--- config.mk ---
export PLATFORM = sky130hd
export DESIGN_NAME = commit_unit_nw
export DESIGN_NICKNAME = d
export VERILOG_FILES = /design/src/rtl/commit_unit_nw.sv
export SDC_FILE = /design/constraint.sdc
export NUM_CORES = 1
export LEC_CHECK = 0
export CORE_AREA = 2 2 229 231
export CTS_BUF_LIST = sky130_fd_sc_hd__clkbuf_4 sky130_fd_sc_hd__clkbuf_8
export CTS_CLUSTER_SIZE = 12
export DETAILED_ROUTE_END_ITERATION = 10
export DIE_AREA = 0 0 231 233
export SETUP_SLACK_MARGIN = 0.2
export SLEW_MARGIN = 20
export SYNTH_ARGS = -nofsm -noshare
export SYNTH_HDL_FRONTEND = slang
export SYNTH_SLANG_ARGS = --single-unit
--- constraint.sdc ---
create_clock -name clk -period 2.5 [get_ports clk]
set_input_delay 0.5 -clock clk [delete_from_list [all_inputs] [get_ports clk]]
set_output_delay 0.5 -clock clk [all_outputs]
set_load 0.05 [all_outputs]
--- src/rtl/commit_unit_nw.sv ---
// N-wide in-order retire stage: pops the longest legal prefix of the ROB head window and emits
// registered rename-commit, flush/redirect, exception and branch-predictor update records.
module commit_unit_nw #(
    parameter int unsigned W          = 2,
    parameter int unsigned PRF_W      = 6,
    parameter logic [31:0] EXC_VECTOR = 32'hBFC0_0380,
    parameter logic [4:0]  ERET_CODE  = 5'h1F,
    localparam int unsigned CNT_W     = $clog2(W + 1)
) (
    input  logic               clk,
    input  logic               rst_n,
    input  logic [W-1:0]       i_slot_valid,
    input  logic [W-1:0]       i_slot_done,
    input  logic [W-1:0]       i_slot_exc,
    input  logic [W-1:0]       i_slot_is_ds,
    input  logic [W-1:0]       i_slot_is_br,
    input  logic [W-1:0]       i_slot_br_taken,
    input  logic [W-1:0]       i_slot_pred_taken,
    input  logic [W-1:0]       i_slot_is_store,
    input  logic [W-1:0]       i_slot_dst_we,
    input  logic [5*W-1:0]     i_slot_exc_code,
    input  logic [32*W-1:0]    i_slot_pc,
    input  logic [32*W-1:0]    i_slot_br_target,
    input  logic [32*W-1:0]    i_slot_pred_target,
    input  logic [32*W-1:0]    i_slot_badvaddr,
    input  logic [5*W-1:0]     i_slot_dst_larf,
    input  logic [PRF_W*W-1:0] i_slot_dst_pprf,
    input  logic [PRF_W*W-1:0] i_slot_dst_stale,
    input  logic [5:0]         i_ext_int,
    input  logic               i_counter_int,
    input  logic               i_status_ie,
    input  logic               i_status_exl,
    input  logic [7:0]         i_status_im,
    input  logic [1:0]         i_cause_ip_sw,
    input  logic [31:0]        i_epc,
    output logic [CNT_W-1:0]   o_rob_retire_cnt,
    output logic [CNT_W-1:0]   o_store_fire_cnt,
    output logic [W-1:0]       o_rn_valid,
    output logic [W-1:0]       o_rn_we,
    output logic [5*W-1:0]     o_rn_larf,
    output logic [PRF_W*W-1:0] o_rn_pprf,
    output logic [PRF_W*W-1:0] o_rn_stale,
    output logic               o_flush_req,
    output logic               o_redirect_valid,
    output logic [31:0]        o_redirect_pc,
    output logic               o_exc_valid,
    output logic               o_exc_is_ds,
    output logic [4:0]         o_exc_code,
    output logic [31:0]        o_exc_pc,
    output logic [31:0]        o_exc_badvaddr,
    output logic               o_bpd_valid,
    output logic               o_bpd_taken,
    output logic [31:0]        o_bpd_pc,
    output logic [31:0]        o_bpd_target
);

    typedef enum logic [1:0] {StRun, StWaitDs, StFlush} state_e;

    state_e               r_state;
    logic [5:0]           r_int_sync;
    logic [31:0]          r_hold_tgt;
    logic [W-1:0]         r_rn_valid;
    logic [W-1:0]         r_rn_we;
    logic [5*W-1:0]       r_rn_larf;
    logic [PRF_W*W-1:0]   r_rn_pprf;
    logic [PRF_W*W-1:0]   r_rn_stale;
    logic                 r_flush;
    logic [31:0]          r_redir_pc;
    logic                 r_exc_valid;
    logic                 r_exc_is_ds;
    logic [4:0]           r_exc_code;
    logic [31:0]          r_exc_pc;
    logic [31:0]          r_exc_bad;
    logic                 r_bpd_valid;
    logic                 r_bpd_taken;
    logic [31:0]          r_bpd_pc;
    logic [31:0]          r_bpd_tgt;

    logic [W-1:0]         w_ok;
    logic [W-1:0]         w_mispred;
    logic [31:0]          w_tgt [W];
    logic [7:0]           w_int_pend;
    logic                 w_int_take;
    logic                 w_unused_ext5;

    state_e               w_state_d;
    logic [W-1:0]         w_retired;
    logic                 w_exc;
    logic                 w_exc_int;
    int unsigned          w_exc_idx;
    logic [4:0]           w_exc_code;
    logic [31:0]          w_exc_pc;
    logic [31:0]          w_exc_bad;
    logic                 w_exc_ds;
    logic                 w_br_redir;
    logic [31:0]          w_br_tgt;
    logic [31:0]          w_hold_d;
    logic [31:0]          w_pend_tgt;
    logic                 w_ds_pend;
    logic                 w_stop;
    logic                 w_flush;
    logic [31:0]          w_redir_pc;
    logic [CNT_W-1:0]     w_retire_cnt;
    logic [CNT_W-1:0]     w_store_cnt;
    logic                 w_bpd_valid;
    logic                 w_bpd_taken;
    logic [31:0]          w_bpd_pc;
    logic [31:0]          w_bpd_tgt;

    // ext_int[5] is shared with the timer and is replaced by counter_int.
    assign w_unused_ext5 = i_ext_int[5];
    assign w_int_pend    = {r_int_sync, i_cause_ip_sw};
    assign w_int_take    = (|(w_int_pend & i_status_im)) & i_status_ie & ~i_status_exl;

    always_comb begin
        for (int unsigned i = 0; i < W; i++) begin
            w_ok[i]      = i_slot_valid[i] & i_slot_done[i];
            w_tgt[i]     = i_slot_br_taken[i] ? i_slot_br_target[i*32 +: 32]
                                              : i_slot_pc[i*32 +: 32] + 32'd8;
            w_mispred[i] = i_slot_is_br[i] &
                           ((i_slot_br_taken[i] != i_slot_pred_taken[i]) |
                            (i_slot_br_taken[i] &
                             (i_slot_br_target[i*32 +: 32] != i_slot_pred_target[i*32 +: 32])));
        end
    end

    always_comb begin
        w_state_d  = r_state;
        w_retired  = '0;
        w_exc      = 1'b0;
        w_exc_int  = 1'b0;
        w_exc_idx  = 0;
        w_br_redir = 1'b0;
        w_br_tgt   = r_hold_tgt;
        w_hold_d   = r_hold_tgt;
        w_pend_tgt = '0;
        w_ds_pend  = 1'b0;
        w_stop     = 1'b0;
        case (r_state)
            StRun: begin
                if (w_int_take && i_slot_valid[0]) begin
                    w_exc     = 1'b1;
                    w_exc_int = 1'b1;
                    w_state_d = StFlush;
                end else begin
                    for (int unsigned i = 0; i < W; i++) begin
                        if (!w_stop) begin
                            if (w_ds_pend) begin
                                // Slot i is the delay slot of a mispredicted branch.
                                w_stop = 1'b1;
                                if (w_ok[i] && i_slot_exc[i]) begin
                                    w_exc     = 1'b1;
                                    w_exc_idx = i;
                                    w_state_d = StFlush;
                                end else if (w_ok[i]) begin
                                    w_retired[i] = 1'b1;
                                    w_br_redir   = 1'b1;
                                    w_br_tgt     = w_pend_tgt;
                                    w_state_d    = StFlush;
                                end else begin
                                    w_hold_d  = w_pend_tgt;
                                    w_state_d = StWaitDs;
                                end
                            end else if (!w_ok[i]) begin
                                w_stop = 1'b1;
                            end else if (i_slot_exc[i]) begin
                                w_stop    = 1'b1;
                                w_exc     = 1'b1;
                                w_exc_idx = i;
                                w_state_d = StFlush;
                            end else begin
                                w_retired[i] = 1'b1;
                                if (w_mispred[i]) begin
                                    w_ds_pend  = 1'b1;
                                    w_pend_tgt = w_tgt[i];
                                end
                            end
                        end
                    end
                    if (w_ds_pend && !w_stop) begin
                        w_hold_d  = w_pend_tgt;
                        w_state_d = StWaitDs;
                    end
                end
            end
            StWaitDs: begin
                if (w_int_take && i_slot_valid[0]) begin
                    w_exc     = 1'b1;
                    w_exc_int = 1'b1;
                    w_state_d = StFlush;
                end else if (w_ok[0] && i_slot_exc[0]) begin
                    w_exc     = 1'b1;
                    w_state_d = StFlush;
                end else if (w_ok[0]) begin
                    w_retired[0] = 1'b1;
                    w_br_redir   = 1'b1;
                    w_state_d    = StFlush;
                end
            end
            StFlush: w_state_d = StRun;
            default: w_state_d = StRun;
        endcase
    end

    always_comb begin
        w_exc_code = '0;
        w_exc_pc   = '0;
        w_exc_bad  = '0;
        w_exc_ds   = 1'b0;
        w_redir_pc = '0;
        if (w_exc) begin
            w_exc_code = w_exc_int ? 5'd0 : i_slot_exc_code[w_exc_idx*5 +: 5];
            w_exc_pc   = i_slot_pc[w_exc_idx*32 +: 32];
            w_exc_bad  = w_exc_int ? 32'd0 : i_slot_badvaddr[w_exc_idx*32 +: 32];
            w_exc_ds   = i_slot_is_ds[w_exc_idx];
            w_redir_pc = (w_exc_code == ERET_CODE) ? i_epc : EXC_VECTOR;
        end else if (w_br_redir) begin
            w_redir_pc = w_br_tgt;
        end
    end

    assign w_flush = w_exc | w_br_redir;

    always_comb begin
        w_retire_cnt = '0;
        w_store_cnt  = '0;
        w_bpd_valid  = 1'b0;
        w_bpd_taken  = 1'b0;
        w_bpd_pc     = '0;
        w_bpd_tgt    = '0;
        for (int unsigned i = 0; i < W; i++) begin
            w_retire_cnt = w_retire_cnt + CNT_W'(w_retired[i]);
            w_store_cnt  = w_store_cnt + CNT_W'(w_retired[i] & i_slot_is_store[i]);
            if (!w_bpd_valid && w_retired[i] && i_slot_is_br[i]) begin
                w_bpd_valid = 1'b1;
                w_bpd_taken = i_slot_br_taken[i];
                w_bpd_pc    = i_slot_pc[i*32 +: 32];
                w_bpd_tgt   = i_slot_br_target[i*32 +: 32];
            end
        end
    end

    always_ff @(posedge clk or negedge rst_n) begin
        if (!rst_n) begin
            r_state     <= StRun;
            r_int_sync  <= '0;
            r_hold_tgt  <= '0;
            r_rn_valid  <= '0;
            r_rn_we     <= '0;
            r_rn_larf   <= '0;
            r_rn_pprf   <= '0;
            r_rn_stale  <= '0;
            r_flush     <= 1'b0;
            r_redir_pc  <= '0;
            r_exc_valid <= 1'b0;
            r_exc_is_ds <= 1'b0;
            r_exc_code  <= '0;
            r_exc_pc    <= '0;
            r_exc_bad   <= '0;
            r_bpd_valid <= 1'b0;
            r_bpd_taken <= 1'b0;
            r_bpd_pc    <= '0;
            r_bpd_tgt   <= '0;
        end else begin
            r_state     <= w_state_d;
            r_int_sync  <= {i_counter_int, i_ext_int[4:0]};
            r_hold_tgt  <= w_hold_d;
            r_rn_valid  <= w_retired;
            r_rn_we     <= w_retired & i_slot_dst_we;
            r_rn_larf   <= i_slot_dst_larf;
            r_rn_pprf   <= i_slot_dst_pprf;
            r_rn_stale  <= i_slot_dst_stale;
            r_flush     <= w_flush;
            r_redir_pc  <= w_redir_pc;
            r_exc_valid <= w_exc;
            r_exc_is_ds <= w_exc_ds;
            r_exc_code  <= w_exc_code;
            r_exc_pc    <= w_exc_pc;
            r_exc_bad   <= w_exc_bad;
            r_bpd_valid <= w_bpd_valid;
            r_bpd_taken <= w_bpd_taken;
            r_bpd_pc    <= w_bpd_pc;
            r_bpd_tgt   <= w_bpd_tgt;
        end
    end

    assign o_rob_retire_cnt = w_retire_cnt;
    assign o_store_fire_cnt = w_store_cnt;
    assign o_rn_valid       = r_rn_valid;
    assign o_rn_we          = r_rn_we;
    assign o_rn_larf        = r_rn_larf;
    assign o_rn_pprf        = r_rn_pprf;
    assign o_rn_stale       = r_rn_stale;
    assign o_flush_req      = r_flush;
    assign o_redirect_valid = r_flush;
    assign o_redirect_pc    = r_redir_pc;
    assign o_exc_valid      = r_exc_valid;
    assign o_exc_is_ds      = r_exc_is_ds;
    assign o_exc_code       = r_exc_code;
    assign o_exc_pc         = r_exc_pc;
    assign o_exc_badvaddr   = r_exc_bad;
    assign o_bpd_valid      = r_bpd_valid;
    assign o_bpd_taken      = r_bpd_taken;
    assign o_bpd_pc         = r_bpd_pc;
    assign o_bpd_target     = r_bpd_tgt;

endmodule

==> results of run 1 <==
per-stage QoR:
stage                     instances  util, %  hold slack, ns  worst slack, ns  total power (uW)
final                          2833     47.3           0.283           -0.482             11600
after global routing           2831     47.2           0.264           -0.613             12000
after CTS                      2809     46.0           0.248           -0.522             11600
after detailed placement       2670     41.3           0.479            -1.39              6960
after global placement         2670     41.3           0.467            -1.37              6950
after floorplan                1208        -           0.204           -0.271              5260
metal layers:
metal	vias up	routed length, um
met1	6881	30200
met2	677	34100
met5	-	39
met4	6	2300
li1	6081	-
met3	121	5260
what timing repair did:
| item | CTS | global route |
|---|---|---|
| cloned | 20 | 1 |
| pin swaps | 80 | 69 |
| resized for setup | 456 | 135 |
| setup endpoints to repair | 333 | 220 |
| endpoints found under the hold margin | 55 | 0 |
| hold buffers | 1 | 0 |
| buffers inserted | 30 | 12 |
cell families after synthesis:
logic type	share of synthesized area, %
and+or+nand+nor	16.2
DFF	50.4
AOI/OAI and AO/OA	12.9
xor gates and xnor gates	8.40
buffers and inverters	3.37
muxes	8.29
adders and majority gates	0.407
where the power goes:
part	internal (uW)	switching [uW]
combinational	1210	1560
sequential	4170	72.2
clock	2570	1990
registers in the layout (all words and copies together), names as in the netlist:
signal	flops
o_exc_badvaddr	32
r_state	2
o_flush_req	1
o_exc_pc	32
o_exc_code	5
o_rn_stale	12
r_hold_tgt	32
o_redirect_pc	32
o_exc_is_ds	1
o_rn_we	2
o_bpd_taken	1
o_bpd_target	32
o_rn_valid	2
o_rn_larf	10
o_rn_pprf	12
o_bpd_valid	1
o_bpd_pc	32
r_int_sync	6
o_exc_valid	1
layout make-up:
type	instances	area share [%]
clock inverter	14	0.446
sequential	248	25.7
clock buffer	74	3.99
timing repair buffer	937	37.9
multi-input combinational	860	28.2
tap	680	3.52
inverter	9	0.140
antenna	11	0.114
synthesized netlist by cell type (all sizes together), types with 2 or more instances:
cell	count
and4	5
inv	8
nand2b	23
nand3	45
and3	10
mux2i	40
a21o	2
nor3	9
a22o	67
o2111ai	15
mux2	45
nand4	26
and2	8
xnor2	48
o211ai	16
a21oi	76
or3	11
xor2	70
o21a	2
buf	16
a22oi	14
dfrtp	248
ha	4
o21ai	20
nor2	23
clkbuf	75
o2111a	6
o31ai	2
nor4	26
nand2	234
or4	4
worst paths after layout:
path	startpoint	endpoint	slack [ns]	depth (start not counted)
worst min-delay path	i_slot_br_target[30]	o_bpd_target[30]$_DFF_PN0_	0.28	3
worst min register to register	r_hold_tgt[20]$_DFFE_PN0P_	r_hold_tgt[20]$_DFFE_PN0P_	0.52	1
min in group asynchronous	rst_n	o_rn_stale[5]$_DFF_PN0_	0.41	2
worst max register to register	r_int_sync[2]$_DFF_PN0_	r_hold_tgt[5]$_DFFE_PN0P_	-0.32	13
worst max-delay path	r_int_sync[2]$_DFF_PN0_	o_store_fire_cnt[0]	-0.48	8
max in group asynchronous	rst_n	r_int_sync[0]$_DFF_PN0_	1.27	3
critical path: stages, from the launching register on:
cell	delay (ns)
dfrtp_1	0.38
a22oi_2	0.18
nand4_1	0.20
and2_4	0.25
nor4_4	0.16
buf_4	0.18
and2_4	0.15
ha_4	0.19
buf_12	0.14
==> impl_metrics.ini, run 1 <==
[place]
io_buffers = 582
dp_hpwl_um = 54600
gp_congestion = 0.916
dpl-instance-area_um2 = 21100

[cells_and_area]
fin_area_um2 = 24100
nFillCells = 4817
register_area_um2 = 6210
area_growth_pct = 96.2
mostFrequentLayoutCells = 330 x clkdlybuf4s50_1, 272 x buf_4, 248 x dfrtp_1, 218 x dlygate4sd2_1, 161 x nand2_1
finalNetCount = 2479
final_common_cell = clkdlybuf4s50_1
layout-drive-gt1-share_pct = 32.6
multi_input_area_um2 = 6810

[yosys]
yosysTopAreaCell = dfrtp_1
async_reset_ff_share_pct = 100
ys.flop_type = dfrtp_1
yosysSeqAreaShare_pct = 50.4
synthesis.area_um2 = 12300
yosys_warnings = 0
syn_area_per_cell_um2 = 10.2
synth_edf_count = 0
ys_ff_latch = 248
ys_types = 49
synth_cells = 1208
yosys-top-cells-area = dfrtp_1 50%, nand2_1 7.1%, xor2_1 5.0%
yosysTopAreaCellShare_pct = 50.4
syn_nets = 1583

[sta]
hold_violations = 0
slew_headroom_pct = 54.7
setup_violations = 62
tns_ns = -11.70
max_freq_ghz = 0.335
setup_slack_ns = -0.482
maxSlewViolCount = 0
min_period_ns = 2.98
final.setup_skew_ns = 0.0393
post-route-period-util_pct = 119
worst_slew_pin_slew_ns = 0.680
rsz0062_at_grt = true

[outcome]
status = complete, but fails checks
failed_checks = negative setup slack

[global_routing]
globalRouteMet1Util_pct = 34.3
grt_first_pass_wirelength_um = 101000
antenna_found_initial = 16
track_usage_pct = 26.0
first_global_vias = 14154
grt_remaining_overflow = 0
use_met2_pct = 42.4
grt_util_met3_pct = 5.45
grt_max_degree = 67
grt.busiest_layer = met2

[floorplan]
die-area_um2 = 53800
io_pins = 584
die_h_um = 233
die_w_um = 231
rows = 83
initial_core_util_pct = 24.1
design.core.area_um2 = 51100

[detailed_routing]
dr.first_iter.drc_count = 888
routed_wl_um = 72000
vias = 13766
viasPerCell = 4.86
ant_nets = 0
wl_per_cell_um = 25.4
dr.pass1.iters = 6
drc = 0

[pwr]
p_per_area_nw_per_um2 = 479
leakage_uw = 0.0119
ir_drop_uv = 327

[clock_tree]
clock_path_buffers = 3
cts_tree = yes
clock_latency_ns = 0.65
cts-buffers-inserted = 48
path_clk_slew_ns = 0.06
cts.sinks = 248
cts-htree-levels = 2
cts-root-buf = clkbuf_8

[worst_hold_path]
min_path_type = in2reg

[run]
cap_violations = 0

[setup_path]
start_kind = flip-flop
critPathRequiredTime_ns = 2.00
worstPathMaxFanout = 3
cp.arrival_ns = 2.48
worstSetupPathType = reg2out
worstSetupEndpointType = output port
No activity file was read; power rests on OpenSTA's default activity.
==> run 2: changes to the inputs <==
--- a/config.mk
+++ b/config.mk
@@ -5,11 +5,14 @@
 export SDC_FILE = /design/constraint.sdc
 export NUM_CORES = 1
 export LEC_CHECK = 0
-export CORE_AREA = 2 2 229 231
+export CELL_PAD_IN_SITES_DETAIL_PLACEMENT = 0
+export CELL_PAD_IN_SITES_GLOBAL_PLACEMENT = 1
+export CORE_AREA = 2 2 226 228
 export CTS_BUF_LIST = sky130_fd_sc_hd__clkbuf_4 sky130_fd_sc_hd__clkbuf_8
 export CTS_CLUSTER_SIZE = 12
 export DETAILED_ROUTE_END_ITERATION = 10
-export DIE_AREA = 0 0 231 233
+export DIE_AREA = 0 0 228 230
+export PLACE_DENSITY_LB_ADDON = 0.1
 export SETUP_SLACK_MARGIN = 0.2
 export SLEW_MARGIN = 20
 export SYNTH_ARGS = -nofsm -noshare
==> impl_metrics.ini, run 2 (synthesis gave the netlist of run 1 again) <==
[outcome]
status = complete, but fails checks
failed_checks = negative setup slack

[clock_tree]
cts-htree-levels = 2
clock_path_buffers = 3
cts-root-buf = clkbuf_8
path_clk_slew_ns = 0.06
cts-buffers-inserted = 50
cts.sinks = 248
clock_latency_ns = 0.64
cts_tree = yes

[place]
io_buffers = 582
dp_hpwl_um = 55200
dpl-instance-area_um2 = 21400
gp_congestion = 0.891

[setup_path]
worstSetupPathType = in2out
crit_buf_inv = 2
slowest_stage = clkdlybuf4s50_1
cp.arrival_ns = 2.37
cp.depth = 7
worstPathMaxFanout = 3
path_cells = clkdlybuf4s50_1 -> nand3b_1 -> or3_4 -> nor4_4 -> and2_4 -> ha_4 -> buf_12
critPathRequiredTime_ns = 2.00
worstSetupEndpointType = output port
crit_family = simple AND/OR/NAND/NOR gates
worstReg2RegEnd = r_hold_tgt[20]$_DFFE_PN0P_
start_kind = input pin
rr_worst_depth = 10
rrSetupSlack_ns = -0.09
rr_startpoint = r_int_sync[4]$_DFF_PN0_
slowest_delay_ns = 0.42

[cells_and_area]
register_area_um2 = 6210
layout-drive-gt1-share_pct = 27.4
final_common_cell = clkdlybuf4s50_1
finalNetCount = 2461
multi_input_area_um2 = 6260
area_growth_pct = 88.9
mostFrequentLayoutCells = 484 x clkdlybuf4s50_1, 295 x buf_4, 248 x dfrtp_1, 212 x nand2_1, 74 x a21oi_1
nFillCells = 4841
fin_area_um2 = 23200

[sta]
min_period_ns = 2.87
setup_violations = 40
worst_slew_pin_slew_ns = 0.835
whs_ns = 0.288
max_freq_ghz = 0.349
setup_slack_ns = -0.365
rsz0062_at_grt = true
hold_violations = 0
final.setup_skew_ns = 0.0249
maxSlewViolCount = 0
post-route-period-util_pct = 115
slew_headroom_pct = 44.3

[global_routing]
grt.busiest_layer = met2
first_global_vias = 13674
grt_first_pass_wirelength_um = 97200
use_met2_pct = 41.2
track_usage_pct = 25.6
globalRouteMet1Util_pct = 32.3
grt_util_met3_pct = 8.43
grt_remaining_overflow = 0
grt_max_degree = 71
antenna_found_initial = 12

[detailed_routing]
ant_nets = 0
drc = 0
dr.pass1.iters = 5
vias = 12921
dr.first_iter.drc_count = 660
wl_per_cell_um = 24.5
viasPerCell = 4.61
routed_wl_um = 68800

[pwr]
pwr-share-seq_pct = 36.6
p_sw_uw = 3480
combPwrFrac_pct = 23.5
p_per_area_nw_per_um2 = 499
ir_drop_uv = 286
clkPwrFrac_pct = 39.9
leakage_uw = 0.0108
p_int_uw = 8110
netSwitchingFraction_pct = 30.1

[worst_hold_path]
holdCritStartpoint = i_slot_pc[11]
whs_path_depth = 3
hold_path_end = o_bpd_pc[11]$_DFF_PN0_
min_path_type = in2reg

[run]
cap_violations = 0

[floorplan]
die_h_um = 230
initial_core_util_pct = 24.7
design.core.area_um2 = 49900
io_pins = 584
rows = 82
die-area_um2 = 52400
die_w_um = 228
-- run 2: worst register-to-register path, delay by kind of cell (launching register included) --
family | cells | cell delay, ns
simple gates | 4 | 0.68
mux | 2 | 0.63
buf+inv | 3 | 0.63
flops | 1 | 0.37
compound gates | 1 | 0.18
-- run 2: repair_timing --
action | in CTS | in global routing
pin swaps | 47 | 11
cloned | 4 | 0
endpoints found under the hold margin | 53 | 0
hold buffers | 1 | 0
gates resized for setup | 201 | 28
buffers inserted | 13 | 5
setup endpoints to repair | 309 | 367
-- run 2: worst max-delay path by stage --
stage,from,endpoint,slack [ns]
global placement,i_slot_br_target[0],r_hold_tgt[8]$_DFFE_PN0P_,-1.14
floorplan,i_slot_pred_target[29],r_hold_tgt[10]$_DFFE_PN0P_,-0.27
finish,i_slot_exc[0],o_store_fire_cnt[0],-0.37
detailed placement,i_slot_br_target[0],r_hold_tgt[26]$_DFFE_PN0P_,-1.15
global route,r_int_sync[5]$_DFF_PN0_,o_store_fire_cnt[0],-0.52
CTS,r_int_sync[2]$_DFF_PN0_,o_store_fire_cnt[0],-0.45
-- run 2: layout make-up --
type / count / share of cell area [%]
multi-input combinational: 860 / 27.0
antenna: 7 / 0.0754
tap: 672 / 3.62
timing repair buffer: 917 / 37.8
clock inverter: 9 / 0.339
inverter: 9 / 0.145
sequential: 248 / 26.7
clock buffer: 83 / 4.40
-- run 2: stage by stage --
step | setup slack, ns | util, % | TNS, ns | std cells | power [uW]
detailed placement | -1.15 | 42.9 | -116.43 | 2683 | 7000
CTS | -0.447 | 46.3 | -4.15 | 2793 | 11700
floorplan | -0.271 | - | -8.28 | 1208 | 5260
finish | -0.365 | 46.6 | -5.05 | 2805 | 11600
global route | -0.521 | 46.6 | -9.37 | 2804 | 12100
global placement | -1.14 | 42.9 | -111.45 | 2683 | 7000
-- run 2: metal layers --
metal,share of wire [%],wire (um),vias to the layer above
met1,43,29200,6290
met2,47,32100,500
met3,7.9,5440,105
li1,-,-,6016
met5,0.095,65,-
met4,2.9,1990,10
-- run 2: power by group through the flow --
stage | sequential (uW) | combinational [uW] | clock [uW]
6_report | 4240 | 2730 | 4620
5_1_grt | 4260 | 2860 | 4940
4_1_cts | 4250 | 2730 | 4760
3_5_place_dp | 4310 | 2690 | 0
3_3_place_gp | 4320 | 2690 | 0
2_1_floorplan | 4760 | 492 | 0
==> run 3: changes to the inputs <==
--- a/config.mk
+++ b/config.mk
@@ -14,7 +14,6 @@
 export DIE_AREA = 0 0 228 230
 export PLACE_DENSITY_LB_ADDON = 0.1
 export SETUP_SLACK_MARGIN = 0.2
-export SLEW_MARGIN = 20
 export SYNTH_ARGS = -nofsm -noshare
 export SYNTH_HDL_FRONTEND = slang
 export SYNTH_SLANG_ARGS = --single-unit
==> results of run 3 <==
Same layout as run 2: the final DEF is identical, and so are final timing and power.
